## config.mk

```make
export PLATFORM = sky130hd
export DESIGN_NAME = rv_sync_fifo
export DESIGN_NICKNAME = d
export VERILOG_FILES = /design/src/rtl/rv_sync_fifo.sv
export SDC_FILE = /design/constraint.sdc
export NUM_CORES = 1
export LEC_CHECK = 0
export CAP_MARGIN = 20
export CORE_MARGIN = 2
export CORE_UTILIZATION = 47
export DETAILED_ROUTE_END_ITERATION = 8
export PLACE_DENSITY = 0.71
export SLEW_MARGIN = 15
export SYNTH_ARGS = -nofsm -noshare
export SYNTH_HDL_FRONTEND = slang
export SYNTH_SLANG_ARGS = --single-unit
```

## constraint.sdc

```tcl
create_clock -name clk -period 4.1 [get_ports clk]
set_clock_uncertainty 0.05 [all_clocks]
set_input_delay 0.615 -clock clk [delete_from_list [all_inputs] [get_ports clk]]
set_output_delay 0.615 -clock clk [all_outputs]
set_load 0.02 [all_outputs]
```

## src/rtl/rv_sync_fifo.sv

```systemverilog
// First-word-fall-through synchronous FIFO with a valid/ready interface on both sides.
// Storage is a simple dual-port RAM; pointers and count alone define which entries are valid.

module rv_dpram #(
    parameter int WIDTH = 32,
    parameter int DEPTH = 16
) (
    input  logic                     clk,
    input  logic                     wena,
    input  logic [$clog2(DEPTH)-1:0] addra,
    input  logic [WIDTH-1:0]         dina,
    input  logic                     renb,
    input  logic [$clog2(DEPTH)-1:0] addrb,
    output logic [WIDTH-1:0]         doutb
);

    logic [WIDTH-1:0] mem [DEPTH];

    always_ff @(posedge clk) begin
        if (wena) begin
            mem[addra] <= dina;
        end
    end

    // Asynchronous read, gated to zero when the read port is disabled.
    assign doutb = renb ? mem[addrb] : '0;

endmodule

module rv_sync_fifo #(
    parameter int WIDTH    = 32,
    parameter int DEPTH    = 16,
    parameter int AFULL_TH = DEPTH - 2
) (
    input  logic                     clk,
    input  logic                     rst_n,
    input  logic                     flush,
    input  logic                     s_valid,
    output logic                     s_ready,
    input  logic [WIDTH-1:0]         s_data,
    output logic                     m_valid,
    input  logic                     m_ready,
    output logic [WIDTH-1:0]         m_data,
    output logic [$clog2(DEPTH):0]   count,
    output logic                     full,
    output logic                     empty,
    output logic                     afull
);

    localparam int AW = $clog2(DEPTH);
    localparam int CW = AW + 1;

    logic [AW-1:0] wr_ptr;
    logic [AW-1:0] rd_ptr;
    logic          do_write;
    logic          do_pop;

    assign full    = (count == CW'(DEPTH));
    assign empty   = (count == '0);
    assign afull   = (count >= CW'(AFULL_TH));
    assign s_ready = !full;
    assign m_valid = !empty;

    assign do_write = s_valid && s_ready;
    assign do_pop   = m_valid && m_ready;

    rv_dpram #(
        .WIDTH (WIDTH),
        .DEPTH (DEPTH)
    ) u_mem (
        .clk   (clk),
        .wena  (do_write),
        .addra (wr_ptr),
        .dina  (s_data),
        .renb  (!empty),
        .addrb (rd_ptr),
        .doutb (m_data)
    );

    // Pointers wrap naturally at DEPTH since it is a power of two; flush beats any handshake.
    always_ff @(posedge clk or negedge rst_n) begin
        if (!rst_n) begin
            wr_ptr <= '0;
            rd_ptr <= '0;
            count  <= '0;
        end else if (flush) begin
            wr_ptr <= '0;
            rd_ptr <= '0;
            count  <= '0;
        end else begin
            if (do_write) begin
                wr_ptr <= wr_ptr + AW'(1);
            end
            if (do_pop) begin
                rd_ptr <= rd_ptr + AW'(1);
            end
            if (do_write && !do_pop) begin
                count <= count + CW'(1);
            end else if (do_pop && !do_write) begin
                count <= count - CW'(1);
            end
        end
    end

endmodule

```

# After elaboration in Yosys (flattened, before gate mapping)
# Memory sizes are Yosys's and may differ from the RTL's.
# Cells that the tools add are included.
[word_totals]
in_bits = 37
elab_cells = 32
ff_bits = 13
memories = 1
mem_bits_rw = 512
output_inout_bits = 42
[mem_list]
columns = ["memory", "depth", "width", "rd", "rd_clocked_by_memory_dff", "wr", "line_no", "source"]
rows = [
  ["u_mem.mem", 16, 32, 1, 0, 1, "17", "logic [WIDTH-1:0] mem [DEPTH];"],
]
[classes]
magnitude_cmp = 1
n_reduce_logical = 12
n_addsub = 4
muxes = 10
eq_ne = 1
[ops]
columns = ["operator", "n"]
rows = [
  ["2-to-1 mux 32 bit", 1],
  ["2-to-1 mux 4 bit", 4],
  ["2-to-1 mux 5 bit", 3],
  ["adder 4 x 1 -> 4 bit (second input constant)", 2],
  ["adder 5 x 1 -> 5 bit (second input constant)", 1],
  ["equality test 5 bit (second input constant)", 1],
  ["greater-or-equal comparator 5 x 4 -> 1 bit (second input constant)", 1],
  ["logical NOT 5 bit", 1],
  ["subtractor 5 x 1 -> 5 bit (second input constant)", 1],
  ["logical AND 1 bit", 4],
  ["logical NOT 1 bit", 4],
  ["nonzero test 2 bit", 2],
  ["nonzero test 3 bit", 1],
  ["2-to-1 mux 1 bit", 2],
]

# Longest topological paths before layout
[logic_depth]
ltp_word = 8
ltp_mapped = 9
depth_no_buf = 8

# By module
# A second synthesis with hierarchy kept.
[hier_totals]
cells_unflattened = 1141
area_unflattened_um2 = 20943.8
[by_module_without_submodules]
columns = ["mod", "seq_area_each_um2", "cells_each", "area_each_um2", "n_inst"]
rows = [
  ["rv_dpram", 15374.7, 1050, 20041.7, 1],
  ["rv_sync_fifo", 325.3, 91, 902.1, 1],
]

# Worst setup path after synthesis
# Ideal clock, no wire load.
[synth_path]
kind = "flip-flop to flip-flop"
from = "reg count[1]"
to = "mem u_mem.mem[7][0], enable pin"
t_arrival_ps = 3472
slack_ps = 110
required_ps = 3582
n_path_buf = 1
setup_ps = 468
stages_incl_launch_ff = 5
synth_period_minus_slack_ps = 3990
path_cell_list = "dfrtp_1 > or4_1 > buf_2 > o211ai_2 > nor3b_1"
[synth_between]
elab_chain_len = 5
[synth_lines]
columns = ["element", "line_no", "source"]
rows = [
  ["start, declared", "44", "output logic [$clog2(DEPTH):0] count,"],
  ["start signal, assigned", "98", "count <= count + CW'(1);"],
  ["start signal, assigned", "100", "count <= count - CW'(1);"],
  ["equality test 5 bit", "58", "assign full = (count == CW'(DEPTH));"],
  ["logical NOT 1 bit", "61", "assign s_ready = !full;"],
  ["logical AND 1 bit", "64", "assign do_write = s_valid && s_ready;"],
  ["2-to-1 mux 1 bit", "20", "if (wena) begin"],
  ["2-to-1 mux 1 bit (implied by the code)", "21", "mem[addra] <= dina;"],
  ["end, declared", "17", ""],
]
# No other way between the ends.

# Worst setup path after layout
[layout_path]
from = "reg rd_ptr[0]"
to = "out m_data[24]"
[layout_between]
elab_chain_len = 2
[layout_lines]
columns = ["element", "line_no", "source"]
rows = [
  ["start, declared", "54", "logic [AW-1:0] rd_ptr;"],
  ["start signal, assigned", "95", "rd_ptr <= rd_ptr + AW'(1);"],
  ["memory (16 x 32 bit)", "n/a", ""],
  ["2-to-1 mux 32 bit", "26", "assign doutb = renb ? mem[addrb] : '0;"],
  ["end, declared", "43", "output logic [WIDTH-1:0] m_data,"],
]
# No other way between the ends.

==> summary.md <==
| Metric | Value |
|---|---|
| Sw Pwr | `4.015 mW` |
| I/O pin cnt | `79` |
| Yosys top cell area share | `75.41%` |
| Fmax | `255.2 MHz` |
| HP Class | `input pin to asynchronous set/reset pin` |
| Max clock buf depth | `3` |
| Status | `finished, final reports clean` |
| GPL Wtd Cong | `0.7242` |
| Top FF cell, synth | `edfxtp_1` |
| Clock sink count | `525` |
| Syn_nets | `947` |
| Combinational cell fraction of total power | `26.4%` |
| Yosys reg bits | `525` |
| Worst Setup Slack, final | `181.7 ps` |
| Vias | `9456` |
| 1st-pass router iterations | `5` |
| # Post-CTS Setup Buffers | `0` |
| Die width | `212.3 µm` |
| GR Overflow Total | `0` |
| Initial antenna violation count | `1` |
| Starting Density | `47.44%` |
| Hold Fails Final Rpt | `0` |
| Distinct cell type count after synthesis | `44` |
| Crit Path Max Fanout | `35` |
| First-iteration detailed-routing DRC count | `823` |
| Worst-margin pin slew | `664.8 ps` |
| RSZ-0062 raised after global routing | `false` |
| Rel. slew slack | `55.54%` |
| Die Y | `212.3 µm` |
| Hold-fix buffers at CTS | `0` |
| Flop pwr share | `43.1%` |
| Worst-Skew Late Latency | `580 ps` |
| # rows | `76` |
| Final ANT Viol Nets | `0` |
| Wire length per cell | `25.57 µm` |
| Setup Viol. Count Final | `0` |
| Post-synth EDFFs | `512` |
| First-pass GRT wire length | `62830 µm` |
| Commonest cells post-synth | `edfxtp_1 (512), mux4_2 (128), mux2i_1 (66)` |
| Max-cap viol count | `0` |
| Nets | `1065` |
| Port bufs | `78` |
| Post-synth ARST share | `2.476%` |
| Dpl ws | `528.9 ps` |
| Setup TNS | `0 ps` |
| Post-Syn Instances | `900` |
| Sequential-to-total area share from yosys stat | `77.00%` |
| Layout cells sized above 1 | `24.41%` |
| Yosys warns | `0` |
| CP endpoint kind | `output pin` |
| Drc violations | `0` |
| DIE AREA | `0.04506 mm²` |
| Synth area leaders | `edfxtp_1 (75%), mux4_2 (14%), mux2i_1 (3.2%), dfrtp_1 (1.6%), o22ai_1 (0.98%)` |
| Clock edge transition at the registers on the reported setup and hold paths | `60 ps` |
| WP data arrival | `3250 ps` |
| H-tree depth | `2` |
| Post-route minimum period | `3918 ps` |
| Mean Syn Cell Area | `22.66 µm²` |
| Largest net degree at the start of global routing | `42` |
| Worst vdd ir | `493.7 µV` |
| Final Cycle Share | `95.57%` |
| Cell taking the most area after synthesis | `edfxtp_1` |
| Core area | `0.04298 mm²` |
| Sw frac | `27.68%` |
| Routed WL | `42030 µm` |
| Mapped Area | `0.02039 mm²` |
| CP Launch Type | `flop` |
| Pins Over Slew Limit | `0` |
| PwrDens | `610.1 mW/mm²` |
| HPWL Detailed | `22940 µm` |
| GRT Total Usage | `19.37%` |
| Clock Tree Root | `clkbuf_16` |
| Fillers | `3248` |
| Critical Path RT | `3430 ps` |
| CTS tree | `done` |
| Detailed-route vias per instance | `5.752` |
| WS Path Type | `flop to output pin` |
| Vias in the first global route | `9859` |
| Most frequent cell after synthesis | `edfxtp_1` |
| Clock Power Share | `30.4%` |
| Lkg Pwr | `7.238 nW` |
| TritonCTS buffer count | `52` |
| P&R area growth vs syn | `16.59%` |
| Internal power | `10.49 mW` |
-- what timing repair did --
item,4_1_cts,5_1_grt
endpoints found under the setup margin,16,4
resized for setup,1,1
cloned,0,0
-- layer usage --
metal	track usage, %	wire length [µm]
met4	6.221	908
met5	0	0
met2	32.03	21180
met3	3.338	2499
met1	26.53	17450
-- state kept, by name, summed over array words and instances (netlist names) --
name	cells
wr_ptr	4
count	5
u_mem.mem	512
rd_ptr	4
-- cells in the final DEF, fill, tap and decap left out, types with 3 or more instances in the layout --
master             n
o21ai_0            3
clkinv_1          12
nor3b_2            4
mux2_1             3
and4_2             4
clkdlybuf4s50_1   78
xnor2_1            3
mux4_2           128
mux2i_1           66
a21oi_1            7
buf_12            16
and3_2             6
nor2b_1            4
nand2_1            7
o22ai_1           32
buf_4             20
ha_1               9
nor2_1             8
inv_1              6
dfrtp_1           10
edfxtp_1         512
clkbuf_1          14
dfrtp_4            3
clkinv_2           6
nand3_1            6
nand2b_1           3
clkbuf_16         53
-- per-stage QoR --
| stage | hold WS, ps | cell area [µm²] | std cells | total power [mW] | util [%] |
|---|---|---|---|---|---|
| after floorplan | 269.4 | 20390 | 900 | 8.864 | - |
| after global placement | 543.9 | 22200 | 1549 | 10.21 | 51.64 |
| after detailed placement | 553.1 | 22200 | 1549 | 10.25 | 51.64 |
| after CTS | 377.1 | 23760 | 1642 | 14.66 | 55.29 |
| after global routing | 404.1 | 23770 | 1642 | 15.12 | 55.30 |
| final | 382.4 | 23770 | 1644 | 14.50 | 55.31 |
-- worst paths after layout --
path | startpoint | end | slack [ps] | cells past startpoint
setup / recovery | rd_ptr[0]$_DFFE_PN0P_ | m_data[24] | 180 | 5
hold / removal | rst_n | rd_ptr[3]$_DFFE_PN0P_ | 380 | 1
setup reg to reg | count[0]$_DFFE_PN0P_ | count[4]$_DFFE_PN0P_ | 1310 | 9
hold reg to reg | wr_ptr[1]$_DFFE_PN0P_ | wr_ptr[1]$_DFFE_PN0P_ | 560 | 2
max in group asynchronous | rst_n | rd_ptr[0]$_DFFE_PN0P_ | 3120 | 1
min in group clk | wr_ptr[1]$_DFFE_PN0P_ | wr_ptr[1]$_DFFE_PN0P_ | 560 | 2
-- kinds of logic (layout without fill, tap and decap cells) --
| kind of cell | count (synthesis) | count (layout) | synth area share (%) |
|---|---|---|---|
| DFF | 525 | 525 | 77.00 |
| AOI/OAI and AO/OA | 55 | 55 | 1.780 |
| buffers and inverters | 56 | 213 | 1.289 |
| and+or+nand+nor | 52 | 52 | 1.522 |
| xor gates and xnor gates | 5 | 5 | 0.2148 |
| adders and majority gates | 10 | 10 | 0.6505 |
| other | 0 | 2 | 0 |
| muxes | 197 | 197 | 17.54 |
-- power by group through the flow --
stage | Clock (mW) | Combinational (mW) | Sequential (mW)
global placement | 0 | 3.85 | 6.36
detailed placement | 0 | 3.87 | 6.37
global route | 4.72 | 4.11 | 6.28
floorplan | 0 | 2.58 | 6.29
finish | 4.41 | 3.83 | 6.26
CTS | 4.51 | 3.89 | 6.26
-- area by class of cell --
cell class	instances	area [µm²]	share of cell area [%]
Sequential cell	525	15710	66.09
Clock buffer	67	1379	5.800
Multi-Input combinational cell	319	4486	18.87
Timing Repair Buffer	114	1251	5.263
Tap cell	585	732.0	3.079
Antenna cell	2	5.005	0.02105
Clock inverter	26	185.2	0.7790
Inverter	6	22.52	0.09474
-- worst max-delay path, stage by stage, from the launching register on --
cell             delay, ps
dfrtp_4                680
buf_12                 350
mux4_2                 550
mux2i_1                330
o22ai_1                160
clkdlybuf4s50_1        570
(Power assumes the default switching activity.)
